<file path="src/rtl/dco_tune_enc.sv">
// Tuning-word encoder for a three-bank DCO: power-up sequencing, 2-stage
// binary-to-thermometer select encoding. Optional small-bank dither: DCO_TUNE_SDM_EN.
module dco_tune_enc #(
  parameter int SETTLE_CYC = 16,
  parameter int N_L_MAX    = 25
) (
  input  logic        clk,
  input  logic        rst,
  input  logic        en,
  input  logic [1:0]  gain_in,
  input  logic [4:0]  tune_l,
  input  logic [7:0]  tune_m,
  input  logic [7:0]  tune_s,
  input  logic [3:0]  tune_frac,
  input  logic        tune_valid,
  output logic        tune_ready,
  output logic        pd,
  output logic [1:0]  osc_gain,
  output logic [4:0]  c_l_rall,
  output logic [4:0]  c_l_row,
  output logic [4:0]  c_l_col,
  output logic [15:0] c_m_rall,
  output logic [15:0] c_m_row,
  output logic [15:0] c_m_col,
  output logic [15:0] c_s_rall,
  output logic [15:0] c_s_row,
  output logic [15:0] c_s_col,
  output logic        busy
);

  typedef enum logic [1:0] {OFF, SETTLE, RUN} state_t;

  localparam int CW = (SETTLE_CYC > 1) ? $clog2(SETTLE_CYC) : 1;
  localparam logic [CW-1:0] CNT_LAST = CW'(SETTLE_CYC - 1);
  localparam logic [4:0] L_MAX = 5'(N_L_MAX);

  state_t        state, state_nxt;
  logic [CW-1:0] cnt, cnt_nxt;
  logic          load, run_en;
  logic          vld_p1;
  logic [4:0]    l_p1;
  logic [7:0]    m_p1;
  logic [7:0]    s_p1;

  function automatic logic [4:0] clamp_l(input logic [4:0] n);
    return (n > L_MAX) ? L_MAX : n;
  endfunction

  // Row-all covers whole rows below q, row q is partially filled via col.
  function automatic logic [14:0] enc5(input logic [4:0] n);
    logic [2:0] q, r;
    logic [4:0] rall, row, col;
    q    = 3'(n / 5'd5);
    r    = 3'(n % 5'd5);
    rall = 5'((6'd1 << q) - 6'd1);
    row  = (q < 3'd5) ? 5'(6'd1 << q) : 5'd0;
    col  = 5'((6'd1 << r) - 6'd1);
    return {rall, row, col};
  endfunction

  function automatic logic [47:0] enc16(input logic [7:0] n);
    logic [15:0] rall, row, col;
    rall = (16'd1 << n[7:4]) - 16'd1;
    row  = 16'd1 << n[7:4];
    col  = (16'd1 << n[3:0]) - 16'd1;
    return {rall, row, col};
  endfunction

  assign pd         = (state == OFF);
  assign tune_ready = (state == RUN);
  assign busy       = vld_p1;
  assign run_en     = (state == RUN) && en;
  assign load       = tune_valid && tune_ready && en;

  always_comb begin
    state_nxt = state;
    cnt_nxt   = cnt;
    if (!en) begin
      state_nxt = OFF;
      cnt_nxt   = '0;
    end else begin
      case (state)
        OFF: begin
          state_nxt = SETTLE;
          cnt_nxt   = '0;
        end
        SETTLE: begin
          if (cnt == CNT_LAST) begin
            state_nxt = RUN;
            cnt_nxt   = '0;
          end else begin
            cnt_nxt = cnt + 1'b1;
          end
        end
        RUN:     state_nxt = RUN;
        default: state_nxt = OFF;
      endcase
    end
  end

  always_ff @(posedge clk) begin
    if (rst) begin
      state    <= OFF;
      cnt      <= '0;
      osc_gain <= 2'd0;
    end else begin
      state    <= state_nxt;
      cnt      <= cnt_nxt;
      osc_gain <= gain_in;
    end
  end

  // Stage 1: capture accepted word (dropped if en falls the same cycle)
  always_ff @(posedge clk) begin
    if (rst) begin
      vld_p1 <= 1'b0;
      l_p1   <= '0;
      m_p1   <= '0;
    end else begin
      vld_p1 <= load;
      if (load) begin
        l_p1 <= clamp_l(tune_l);
        m_p1 <= tune_m;
      end
    end
  end

  // Stage 2: all encoded selects land together
  always_ff @(posedge clk) begin
    if (rst) begin
      {c_l_rall, c_l_row, c_l_col} <= '0;
      {c_m_rall, c_m_row, c_m_col} <= '0;
    end else if (vld_p1 && en) begin
      {c_l_rall, c_l_row, c_l_col} <= enc5(l_p1);
      {c_m_rall, c_m_row, c_m_col} <= enc16(m_p1);
    end
  end

`ifdef DCO_TUNE_SDM_EN
  logic [3:0] acc;
  logic [4:0] acc_sum;
  logic [7:0] s_base, s_word;
  logic       s_vld_p1;

  function automatic logic [7:0] sat_inc(input logic [7:0] s, input logic c);
    return (c && (s != 8'hFF)) ? s + 8'd1 : s;
  endfunction

  assign acc_sum = {1'b0, acc} + {1'b0, tune_frac};
  assign s_word  = load ? tune_s : s_base;

  // Small bank re-evaluates every RUN cycle with the dither carry folded in.
  always_ff @(posedge clk) begin
    if (rst) begin
      acc      <= '0;
      s_base   <= '0;
      s_p1     <= '0;
      s_vld_p1 <= 1'b0;
    end else begin
      s_vld_p1 <= run_en;
      if (run_en) begin
        acc    <= acc_sum[3:0];
        s_base <= s_word;
        s_p1   <= sat_inc(s_word, acc_sum[4]);
      end
    end
  end

  always_ff @(posedge clk) begin
    if (rst)
      {c_s_rall, c_s_row, c_s_col} <= '0;
    else if (s_vld_p1 && en)
      {c_s_rall, c_s_row, c_s_col} <= enc16(s_p1);
  end
`else
  logic unused_frac;
  logic unused_run;
  assign unused_frac = ^tune_frac;
  assign unused_run  = run_en;

  always_ff @(posedge clk) begin
    if (rst)
      s_p1 <= '0;
    else if (load)
      s_p1 <= tune_s;
  end

  always_ff @(posedge clk) begin
    if (rst)
      {c_s_rall, c_s_row, c_s_col} <= '0;
    else if (vld_p1 && en)
      {c_s_rall, c_s_row, c_s_col} <= enc16(s_p1);
  end
`endif

endmodule

</file>
<file path="config.mk">
export PLATFORM = sky130hd
export DESIGN_NAME = dco_tune_enc
export DESIGN_NICKNAME = d
export VERILOG_FILES = /design/src/rtl/dco_tune_enc.sv
export SDC_FILE = /design/constraint.sdc
export NUM_CORES = 1
export LEC_CHECK = 0
export BUFFER_PORTS_ARGS = -buffer_cell sky130_fd_sc_hd__buf_2
export CORE_UTILIZATION = 48
export CTS_CLUSTER_SIZE = 28
export DETAILED_ROUTE_END_ITERATION = 8
export PLACE_DENSITY_LB_ADDON = 0.05
export SLEW_MARGIN = 20
export SYNTH_ARGS = -nofsm -noshare
export SYNTH_HDL_FRONTEND = slang
export SYNTH_SLANG_ARGS = --single-unit
</file>
<file path="constraint.sdc">
create_clock -name clk -period 3.1 [get_ports clk]
set_input_delay 0.62 -clock clk [delete_from_list [all_inputs] [get_ports clk]]
set_output_delay 0.62 -clock clk [all_outputs]
set_load 0.05 [all_outputs]
</file>
# After elaboration in Yosys (flattened, before gate mapping)
# Cells that the tools add are included.
dict set report op_classes {
  addsub 7
  div 2
  n_lt_le_gt_ge 2
  n_eq_ne 4
  shift 6
  muxes 6
  n_bitwise 1
  reduce_logical 6
}
# op n
set op_table {}
lappend op_table {{<< shifter 1 x 4 -> 16 bit, first input constant} 4}
lappend op_table {{subtractor 16 x 1 -> 16 bit, second input constant} 4}
lappend op_table {{two-way mux 5 bit} 2}
lappend op_table {{<< shifter 1 x 3 -> 5 bit, first input constant} 2}
lappend op_table {{subtractor 5 x 1 -> 5 bit, second input constant} 2}
lappend op_table {{case mux 4 bit (2 select lines)} 1}
lappend op_table {{case mux 2 bit (3 select lines)} 1}
lappend op_table {{divider 5 x 3 -> 5 bit, second input constant} 1}
lappend op_table {{greater-than comparator 5 bit, second input constant} 1}
lappend op_table {{remainder unit 5 x 3 -> 5 bit, second input constant} 1}
lappend op_table {{adder 4 x 1 -> 4 bit, second input constant} 1}
lappend op_table {{== test 4 bit, second input constant} 1}
lappend op_table {{two-way mux 4 bit} 1}
lappend op_table {{logical AND 1 bit} 3}
lappend op_table {{< comparator 3 bit, second input constant} 1}
lappend op_table {{== test 2 x 1 -> 1 bit, second input constant} 1}
lappend op_table {{== test 2 bit, second input constant} 1}
lappend op_table {{zero test 2 bit} 1}
lappend op_table {{two-way mux 2 bit} 1}
lappend op_table {{inequality test 2 bit, second input constant} 1}
lappend op_table {{nonzero test 2 bit} 1}
lappend op_table {{OR reduction 2 bit} 1}
lappend op_table {{NOT 1 bit} 1}
dict set report word_totals {
  regBits 141
  input_bits 31
  output_inout_bits 116
  elab_cells 50
}

# Logic depth before layout (Yosys ltp)
# Gate-level depths: netlist of the first run.
dict set report logic_depth {
  ltp_word 3
  ltp_mapped 14
  depth_no_buf 13
}

# Least setup slack after synthesis of the first run
# No wires, ideal clock.
dict set report synth_path {
  kind {flip-flop to flip-flop}
  start {register l_p1[1]}
  end {register c_l_col[4]}
  setup_time_ns 0.070
  arrival_ns 3.237
  required_ns 3.030
  setup_slack_ns -0.207
  path_stages_with_launch 15
  n_path_buf 1
  period_less_slack_ns 3.307
  cell_sequence {dfxtp_1 -> buf_2 -> nor2b_1 -> o21ba_2 -> a221oi_1 -> ha_1 -> a221o_1 -> or3_4 -> a21oi_1 -> mux2i_1 -> o21ai_0 -> ha_1 -> or3_1 -> o31ai_1 -> o21bai_1}
}
dict set report synth_between {
  elab_chain_cells 3
}
# item line
set synth_rtl {}
lappend synth_rtl {{start: declaration} 41} ;# logic [4:0] l_p1;
lappend synth_rtl {{start signal: assignment} 122} ;# l_p1 <= clamp_l(tune_l);
lappend synth_rtl {{remainder unit 5 x 3 -> 5 bit} 54} ;# r = 3'(n % 5'd5);
lappend synth_rtl {{<< shifter 1 x 3 -> 5 bit} 57} ;# col = 5'((6'd1 << r) - 6'd1);
lappend synth_rtl {{subtractor 5 x 1 -> 5 bit} 57}
lappend synth_rtl {{end signal: assignment} 134} ;# {c_l_rall, c_l_row, c_l_col} <= enc5(l_p1);
lappend synth_rtl {{end: declaration} 21} ;# output logic [4:0] c_l_col,
# Every way passes these cells.
# A chain may end at the register's enable or synchronous reset.

# Final worst setup path of the first run
dict set report layout_path {
  start {register l_p1[1]}
  end {register c_l_col[2]}
}
# Same word-level chain as after synthesis.

==> summary.txt, run 1 <==
Cells and area
  • Layout cell share with drive strength beyond 1: 25.1%
  • Ant diodes: 0
  • Layout Nets: 935
  • Synth-to-Final Area Change: 26.3%
  • Non-Filler Instances: between 1000 and 1500

Yosys
  • Syn nets: 812
  • Mapped Cells: 769
  • Synth top area share: 46.4%
  • Synth Flop Type: dfxtp_1
  • Leading area contributor after synthesis: dfxtp_1
  • Post-Syn Area: 6090 um2
  • Most common cell in the netlist: dfxtp_1
  • FFs w/ async S/R, synth: 0%
  • Seq/Total Area, Yosys: 46.4%
  • Post-synth cell types: 46
  • Yosys reg bits: 141
  • Synth top area cells: dfxtp_1, nor2_1, nand2_1
  • Avg Cell Area, Syn: 7.91 um2
  • Yosys warnings: 0
  • EDFF count, synth: 0
  • Synth top cells by count: dfxtp_1, nor2_1, nand2_1

Min path
  • Worst hold path startpoint: gain_in[1]
  • Hold Crit Class: in -> reg

Setup path
  • Kind of critical path: reg -> reg
  • CP endpoint kind: flop
  • CP startpoint: l_p1[1]$_SDFFE_PP0P_
  • Reg2reg start: l_p1[1]$_SDFFE_PP0P_
  • CP Data Arrival Time: about 3400 ps
  • Critical path peak fanout: 5
  • Crit path required time: 3460 ps
  • R2R Setup Slk: 100 ps
  • Worst Setup Start Kind: flop

Routing
  • TritonRoute pass-1 iters: 5
  • Final ANT Viol Nets: 0
  • Drt initial violations: 454
  • Wirelength per Cell: 14.6 um
  • Via Count: 5894
  • Post-route DRC: 0
  • DR WL met2: 7130 um
  • Routed Wire Length: approximately 16000 um
  • Via density: 5.49
  • Routed metal-1 wirelength: between 7000 and 8000 um
  • DR WL met3: 1010 um
  • Top layer in use: met4

Power
  • PD cells: between 500 and 600 nW/um2
  • Tot Pwr: 4.10 mW
  • Peak VDD IR: about 0.29 mV
  • Pleak: 3.20 nW

Clock network
  • Sink count of the clock tree: 141
  • Clock latency reported for the late side of the worst-skew pair: 420 ps
  • Clk pin slew, worst setup/hold paths: ~60 ps
  • Num CTS Buffers: 17
  • Clock Tree Root: clkbuf_16
  • Clk buf depth: 2
  • CTS tree: yes
  • Hold_buf cts: 0
  • H-tree depth: 4

STA
  • Post-route worst setup slack: 100 ps
  • RSZ-0062 raised after global routing: true
  • Worst rel slew slack: roughly 37%
  • Final setup violating endpoints: 0
  • Worst hold slack: 410 ps
  • Final Hold Fails: 0
  • Clock Skews: 4.11 ps
  • Fmax: 333 MHz
  • Final TNS setup: 0 ps
  • Worst Tran Pin Value: between 900 and 1000 ps
  • Final min period: 3000 ps
  • Final period util: 96.8%
  • Max Slew Vio Count: 0

GRT
  • First-pass GRT wire length: 25300 um
  • Initial antenna violation count: 0
  • Vias in the first global route: 5274
  • Total Routing Usage GR: 24.4%
  • Remaining Overflow, GRT: 0
  • Largest net degree at the start of global routing: 92

Die
  • # IOs: 147
  • Core area: ~12000 um2
  • Total die area: 13100 um2
  • Die Y: roughly 110 um
  • Starting Density: between 50 and 60%
  • Die X-Extent: 115 um
  • # rows: 40

Status
  • Status: completed

Job
  • # Max-Cap Violations: 0

Placement
  • Post-Place Setup Slack: -94.6 ps
  • Inst Count DP: 1038
  • Count of input and output buffers: 142
  • Dpl hpwl: 10500 um
  • Final Wtd Congestion: 0.875
where the power goes:
group	leakage, nW	switching (mW)	internal (mW)
Clock	0.302	0.751	1.38
Sequential	1.14	0.00734	1.82
Combinational	1.76	0.0959	0.0427
sequential cells by signal, indices dropped and copies added (netlist names), 2 cells and up:
name      flops
c_l_col       5
c_l_rall      5
c_l_row       5
c_m_col      16
c_m_rall     16
c_m_row      16
c_s_col      16
c_s_rall     16
c_s_row      16
cnt           4
l_p1          5
m_p1          8
osc_gain      2
s_p1          8
state         2
cell families (layout without fill, tap and decap cells):
logic type	Yosys count	count (layout)	synth area share, %
AND/OR/NAND/NOR	337	337	24.7
AO/OA/AOI/OAI	191	191	20.3
flip-flops	141	141	46.4
buffers and inverters	80	216	4.98
adder cells (fa/ha/maj)	12	12	2.47
XOR/XNOR	5	5	0.720
multiplexers	3	3	0.514
cell usage in the layout, fill, tap and decap left out, types with 13 or more instances in the layout:
cell       instances
buf_2            141
o21ai_0           21
a211oi_1          23
a32oi_1           14
a21oi_1           75
a22oi_1           14
nand3_1           16
a311oi_1          13
dfxtp_1          138
clkbuf_16         17
nor2_1           131
buf_4             33
nor3_1            23
nand2_1          100
worst max-delay path, stage by stage (launching register included):
cell and delay [ps]:
dfxtp_4 350, and3b_2 250, o21ba_4 150, a221oi_2 40, ha_2 190, a221o_1 290, or3_4 360, a21oi_4 170
mux2i_1 200, o21ai_1 90, ha_2 200, or3_4 330, a311o_1 270, nand4_1 60
worst paths after layout:
kind	endpoint	depth (start not counted)
max	c_l_col[2]$_SDFFE_PP0P_	13
min	osc_gain[1]$_SDFF_PP0_	2
max reg2reg	c_l_col[2]$_SDFFE_PP0P_	13
min reg2reg	c_m_col[8]$_SDFFE_PP0P_	2
what timing repair did:
item,CTS,global route
setup endpoints to repair,2,2
pin swaps,1,4
resized for setup,5,7
setup buffers,0,3
metrics by stage:
| stage | cell area, um2 | utilization [%] |
|---|---|---|
| 6_report | 7680 | 63.2 |
| 5_1_grt | 7680 | 63.2 |
| 4_1_cts | 7640 | 62.8 |
| 3_5_place_dp | 7010 | 57.6 |
| 3_3_place_gp | 7010 | 57.6 |
| 2_1_floorplan | 6130 | - |
per-layer routing:
layer  track usage [%]  vias up
met5                 0        -
met4              10.5        0
met3              6.35       23
met2              37.6      185
met1              32.3     2746
li1                  -     2940
cell type report:
type                       instances  area [um2]
sequential                       141        2830
fill                            1110        4480
clock inverter                    12         168
inverter                          10        37.5
tap                              168         210
multi-input combinational        548        3030
clock buffer                      20         457
timing repair buffer             174         953
Note: power is estimated with default switching activity, not from simulation.
==> run 2: changes to the inputs <==
CORE_UTILIZATION = 53   (was 48)
SLEW_MARGIN = 10   (was 20)
clock period = 3.2 ns   (was 3.1 ns; I/O delays follow)
==> run 2 against run 1 <==
Global-route usage grew 2.9 points. Critical path depth is the same. Wire length grew 0.84%. Fmax shrank 3.4%. Register-to-register slack is essentially flat. Largest cell class unchanged. Utilization grew 5.3 points. Die area shrank 9.3%. Critical endpoint unchanged.
==> summary.txt, run 2 (same netlist as run 1, synthesis figures left out) <==
Status
  • Status: completed

Routing
  • Post-route DRC: 0
  • Final ANT Viol Nets: 0
  • TritonRoute pass-1 iters: 7
  • Drt initial violations: 452
  • Via density: 5.65
  • Wirelength per Cell: 15.2 um
  • Routed Wire Length: between 15000 and 20000 um
  • Via Count: 5864

GRT
  • Met1 Usage GRT: 35.6%
  • Initial antenna violation count: 0
  • Met2 GRT Util: 42.9%
  • Largest net degree at the start of global routing: 91
  • Vias in the first global route: 5284
  • Total Routing Usage GR: 27.3%
  • Met3 usage: between 7 and 8%
  • First-pass GRT wire length: ~25000 um
  • Remaining Overflow, GRT: 0
  • GR peak layer: met2

Setup path
  • CP endpoint kind: flop
  • Worst r2r dst: c_l_col[2]$_SDFFE_PP0P_
  • Crit path required time: 3560 ps
  • Critical path peak fanout: 5
  • CP Data Arrival Time: 3460 ps
  • Worst Setup Start Kind: flop
  • CP startpoint: l_p1[1]$_SDFFE_PP0P_
  • Reg2reg start: l_p1[1]$_SDFFE_PP0P_
  • R2R Setup Slk: between 90 and 100 ps
  • Kind of critical path: reg -> reg
  • Worst reg2reg path depth: 13

STA
  • Final TNS setup: 0 ps
  • Final period util: between 90% and 100%
  • Final setup violating endpoints: 0
  • Clock Skews: approximately 4.2 ps
  • Max Slew Vio Count: 0
  • Worst hold slack: 430 ps
  • Final Hold Fails: 0
  • Worst Tran Pin Value: around 900 ps
  • Worst rel slew slack: 39.1%
  • Fmax: 322 MHz
  • Final min period: 3100 ps

Die
  • Die X-Extent: 109 um
  • # IOs: 147
  • Core area: 11000 um2
  • Total die area: 11900 um2
  • # rows: 38
  • Die Y: about 110 um
  • Starting Density: 55.2%

Cells and area
  • Commonest non-fill, non-tap cells in the layout: buf_2, dfxtp_1, nor2_1
  • Synth-to-Final Area Change: 24.1%
  • Ant diodes: 0
  • Commonest non-fill, non-tap cell in the layout: buf_2
  • Layout cell share with drive strength beyond 1: 23.9%
  • Layout Nets: between 900 and 1000

Min path
  • Hold Crit Class: in -> reg
  • Hold path cells: 2
  • Hold endpoint: osc_gain[1]$_SDFF_PP0_
  • Worst hold path startpoint: gain_in[1]

Clock network
  • Hold_buf cts: 0
  • H-tree depth: 4
  • Clk buf depth: 2
  • Sink count of the clock tree: 141
  • Clock latency reported for the late side of the worst-skew pair: 420 ps
  • Clock Tree Root: clkbuf_16
  • Clk pin slew, worst setup/hold paths: 60 ps
  • Num CTS Buffers: 17
  • CTS tree: yes

Power
  • Peak VDD IR: roughly 0.43 mV
  • PD cells: just over 500 nW/um2
  • Tot Pwr: about 3.8 mW
  • Pleak: 3.14 nW

Placement
  • Dpl hpwl: 10600 um
  • Final Wtd Congestion: ~0.8
  • Count of input and output buffers: 142

Job
  • # Max-Cap Violations: 0
[run 2: cell count changes in the layout (fill, tap and decap cells not counted), sizes merged]
| cell | change |
|---|---|
| bufinv | -2 |
| clkinvlp | -2 |
| clkinv | -1 |
| buf | -7 |
| clkbuf | +5 |
[run 2: per-stage QoR]
stage	setup slack, ps	instances	area, um2	utilization [%]
3_5_place_dp	-76.5	1004	6910	62.7
2_1_floorplan	15.6	769	6100	-
5_1_grt	-6.44	1038	7550	68.4
6_report	96.3	1038	7550	68.4
4_1_cts	28.1	1036	7500	68.0
3_3_place_gp	57.7	1004	6910	62.7
[run 2: power breakdown]
group | total (mW) | switching, mW | internal [mW]
combinational | 0.132 | 0.0919 | 0.0404
sequential | 1.77 | 0.00800 | 1.76
clock | 1.90 | 0.719 | 1.18
[run 2: what timing repair did]
action	4_1_cts	5_1_grt
buffers inserted	0	2
resized for setup	7	10
gates cloned	0	0
setup endpoints to repair	2	2
hold endpoints to repair	0	0
pin swaps	1	3
[run 2: worst max-delay path, cell delays in order (launching register included)]
cell      delay [ps]
dfxtp_4          360
and3b_1          250
o21ba_4          160
a221oi_2          40
ha_2             170
a221o_1          280
or3_4            400
a21oi_4          170
mux2i_1          190
o21ai_1           90
ha_2             190
or3_4            390
a311o_1          270
nand4_1           70
[run 2: layer usage]
layer / up-vias / wire length (um)
met1: 2742 / 7180
met5: - / 0
met2: 173 / 7410
li1: 2922 / -
met3: 27 / 933
met4: 0 / 273
[run 2: how the worst max path moves through the flow]
stage,endpoint,depth (start not counted),slack [ps]
2_1_floorplan,c_l_col[4]$_SDFFE_PP0P_,14,20
3_3_place_gp,c_l_col[4]$_SDFFE_PP0P_,13,60
3_5_place_dp,c_l_col[4]$_SDFFE_PP0P_,14,-80
4_1_cts,c_l_col[4]$_SDFFE_PP0P_,13,30
5_1_grt,c_l_col[2]$_SDFFE_PP0P_,13,-6
6_report,c_l_col[2]$_SDFFE_PP0P_,13,100
[run 2: layout make-up]
class                           count  area, um2
Sequential cell                   141       2830
Inverter                           10       37.5
Timing Repair Buffer              167        913
Clock buffer                       25        475
Multi-Input combinational cell    548       3030
Clock inverter                      7       87.6
Tap cell                          140        175
Fill cell                         951       3480
==> run 3: changes to the inputs <==
SETUP_SLACK_MARGIN = 0.5   (was default)
==> run 3 against run 2 <==
Die area did not move. Design area rose by 2.2%. First-iteration DRC count fell by 5.8%. Critical endpoint unchanged.
==> summary.txt, run 3 (same netlist as run 1, synthesis figures left out) <==
Power
  • Reg power frac: 45.7%
  • Comb power frac: 3.6%
  • P_int: a little over 3 mW
  • Sw Ratio: 21.0%
  • Peak VDD IR: 0.379 mV
  • Clock power share: between 50 and 60%
  • PD cells: 501 nW/um2
  • Switch Pwr: 814 uW
  • Pleak: 3.21 nW

Routing
  • Post-route DRC: 0
  • Final ANT Viol Nets: 0
  • DR WL met3: 1060 um
  • TritonRoute pass-1 iters: 5
  • Via Count: 5916
  • Drt initial violations: 426
  • Wirelength per Cell: ~15 um
  • Routed metal-1 wirelength: 7170 um
  • Via density: 5.66
  • Top layer in use: met4
  • Routed Wire Length: 16100 um
  • DR WL met2: 7690 um

GRT
  • Remaining Overflow, GRT: 0
  • Total Routing Usage GR: 27.0%
  • Largest net degree at the start of global routing: 79
  • First-pass GRT wire length: 25000 um
  • Initial antenna violation count: 0
  • Vias in the first global route: between 5000 and 6000

Die
  • # rows: 38
  • Starting Density: 55.2%
  • Core area: 11000 um2
  • Total die area: 11900 um2
  • Die X-Extent: 109 um
  • # IOs: 147
  • Die Y: 109 um

Cells and area
  • Multi-input gate area: 3080 um2
  • Seq. cell area: 2830 um2
  • Fillers: 914
  • Commonest non-fill, non-tap cells in the layout: buf_2, dfxtp_1, nor2_1
  • Layout Nets: around 940
  • Synth-to-Final Area Change: 26.8%
  • Commonest non-fill, non-tap cell in the layout: buf_2
  • Non-Filler Instances: 1046
  • Cell area after layout: 7720 um2
  • Ant diodes: 0
  • Layout cell share with drive strength beyond 1: 25.9%

STA
  • Final setup violating endpoints: 0
  • Final TNS setup: 0 ps
  • Final Hold Fails: 0
  • Fmax: 325 MHz
  • Final min period: a little over 3000 ps
  • Worst Tran Pin Value: 915 ps
  • Max Slew Vio Count: 0
  • RSZ-0062 raised after global routing: true
  • Worst rel slew slack: 38.8%
  • Final period util: between 90% and 100%
  • Clock Skews: 6.08 ps

Setup path
  • CP Cell Sequence: and3b_2 > o21ba_4 > a221oi_4 > ha_2 > a221o_1 > or3_4 > a21oi_4 > mux2i_1 > o21ai_1 > ha_2 > or3_4 > a311o_1 > nand4_1
  • Reg2reg start: l_p1[1]$_SDFFE_PP0P_
  • Critical path's slowest cell: or3_4
  • Worst Setup Start Kind: flop
  • Slowest cell delay on critical path: 400 ps
  • CP startpoint: l_p1[1]$_SDFFE_PP0P_
  • Kind of critical path: reg -> reg
  • Crit path required time: 3570 ps
  • Critical path peak fanout: 5
  • Worst reg2reg path depth: 13
  • CP Data Arrival Time: ~3500 ps
  • CP endpoint kind: flop

Placement
  • Area after DPL: 6950 um2
  • Dpl hpwl: between 10000 and 15000 um
  • Inst Count DP: 1004
  • Count of input and output buffers: 142
  • Final Wtd Congestion: around 0.87

Min path
  • Worst hold path startpoint: gain_in[0]
  • Hold path cells: 2
  • Hold Crit Class: in -> reg

Clock network
  • H-tree depth: 4
  • Num CTS Buffers: 17
  • CTS tree: yes
  • Clk pin slew, worst setup/hold paths: 60 ps
  • Clock latency reported for the late side of the worst-skew pair: 420 ps
  • Clock Tree Root: clkbuf_16
  • Clk buf depth: 2
  • Sink count of the clock tree: 141

Job
  • # Max-Cap Violations: 0

Status
  • Status: completed
==> run 3: cell types whose count changed in the layout (fill, tap and decap cells not counted), moves of 2 or more <==
cell and change:
clkinv_2 -2, clkbuf_1 -5, clkbuf_8 +7, buf_4 +8
==> run 3: metal layers <==
| layer | track usage (%) | vias up |
|---|---|---|
| li1 | - | 2943 |
| met2 | 44.2 | 191 |
| met3 | 7.11 | 18 |
| met5 | 0 | - |
| met1 | 34.1 | 2764 |
| met4 | 9.36 | 0 |
==> run 3: worst max-delay path, delay by kind of cell, from the launching register on <==
family	cells	cell delay (ps)
compound gates	6	1000
simple gates	4	1080
flops	1	370
mux	1	180
fa+ha+maj	2	400
==> run 3: power by group through the flow <==
stage          clock [mW]  sequential [mW]  combinational [mW]
5_1_grt              2.06             1.77               0.150
4_1_cts              1.98             1.77               0.133
2_1_floorplan           0             1.82              0.0795
6_report             1.96             1.77               0.138
3_3_place_gp            0             1.81               0.127
3_5_place_dp            0             1.81               0.131
==> run 3: area by class of cell <==
cell class	count	share of cell area (%)
multi-input cells	548	40.0
clock inverters	4	0.632
flip-flops and latches	141	36.7
repair buffers	176	12.8
well taps	140	2.27
inverters	10	0.486
clock buffers	27	7.17
==> run 3: what timing repair did <==
| item | CTS | global route |
|---|---|---|
| pin swaps | 6 | 9 |
| buffers inserted | 3 | 8 |
| gates resized for setup | 9 | 13 |
| hold buffers | 0 | 0 |
| setup endpoints to repair | 4 | 5 |
| cloned | 0 | 0 |
==> run 3: final timing paths <==
check                       endpoint  slack [ps]
max          c_l_col[2]$_SDFFE_PP0P_         120
max reg2reg  c_l_col[2]$_SDFFE_PP0P_         120
min reg2reg  c_s_row[8]$_SDFFE_PP0P_         450
min           osc_gain[0]$_SDFF_PP0_         430
==> run 3: stage by stage <==
stage	hold slack [ps]	setup slack, ps	utilization [%]	total power [mW]
after global routing	444	31.5	70.0	3.98
after floorplan	460	130	-	1.90
after CTS	423	144	68.9	3.88
after global placement	439	87.8	63.0	1.94
after detailed placement	440	20.4	63.0	1.94
final	429	121	70.0	3.87
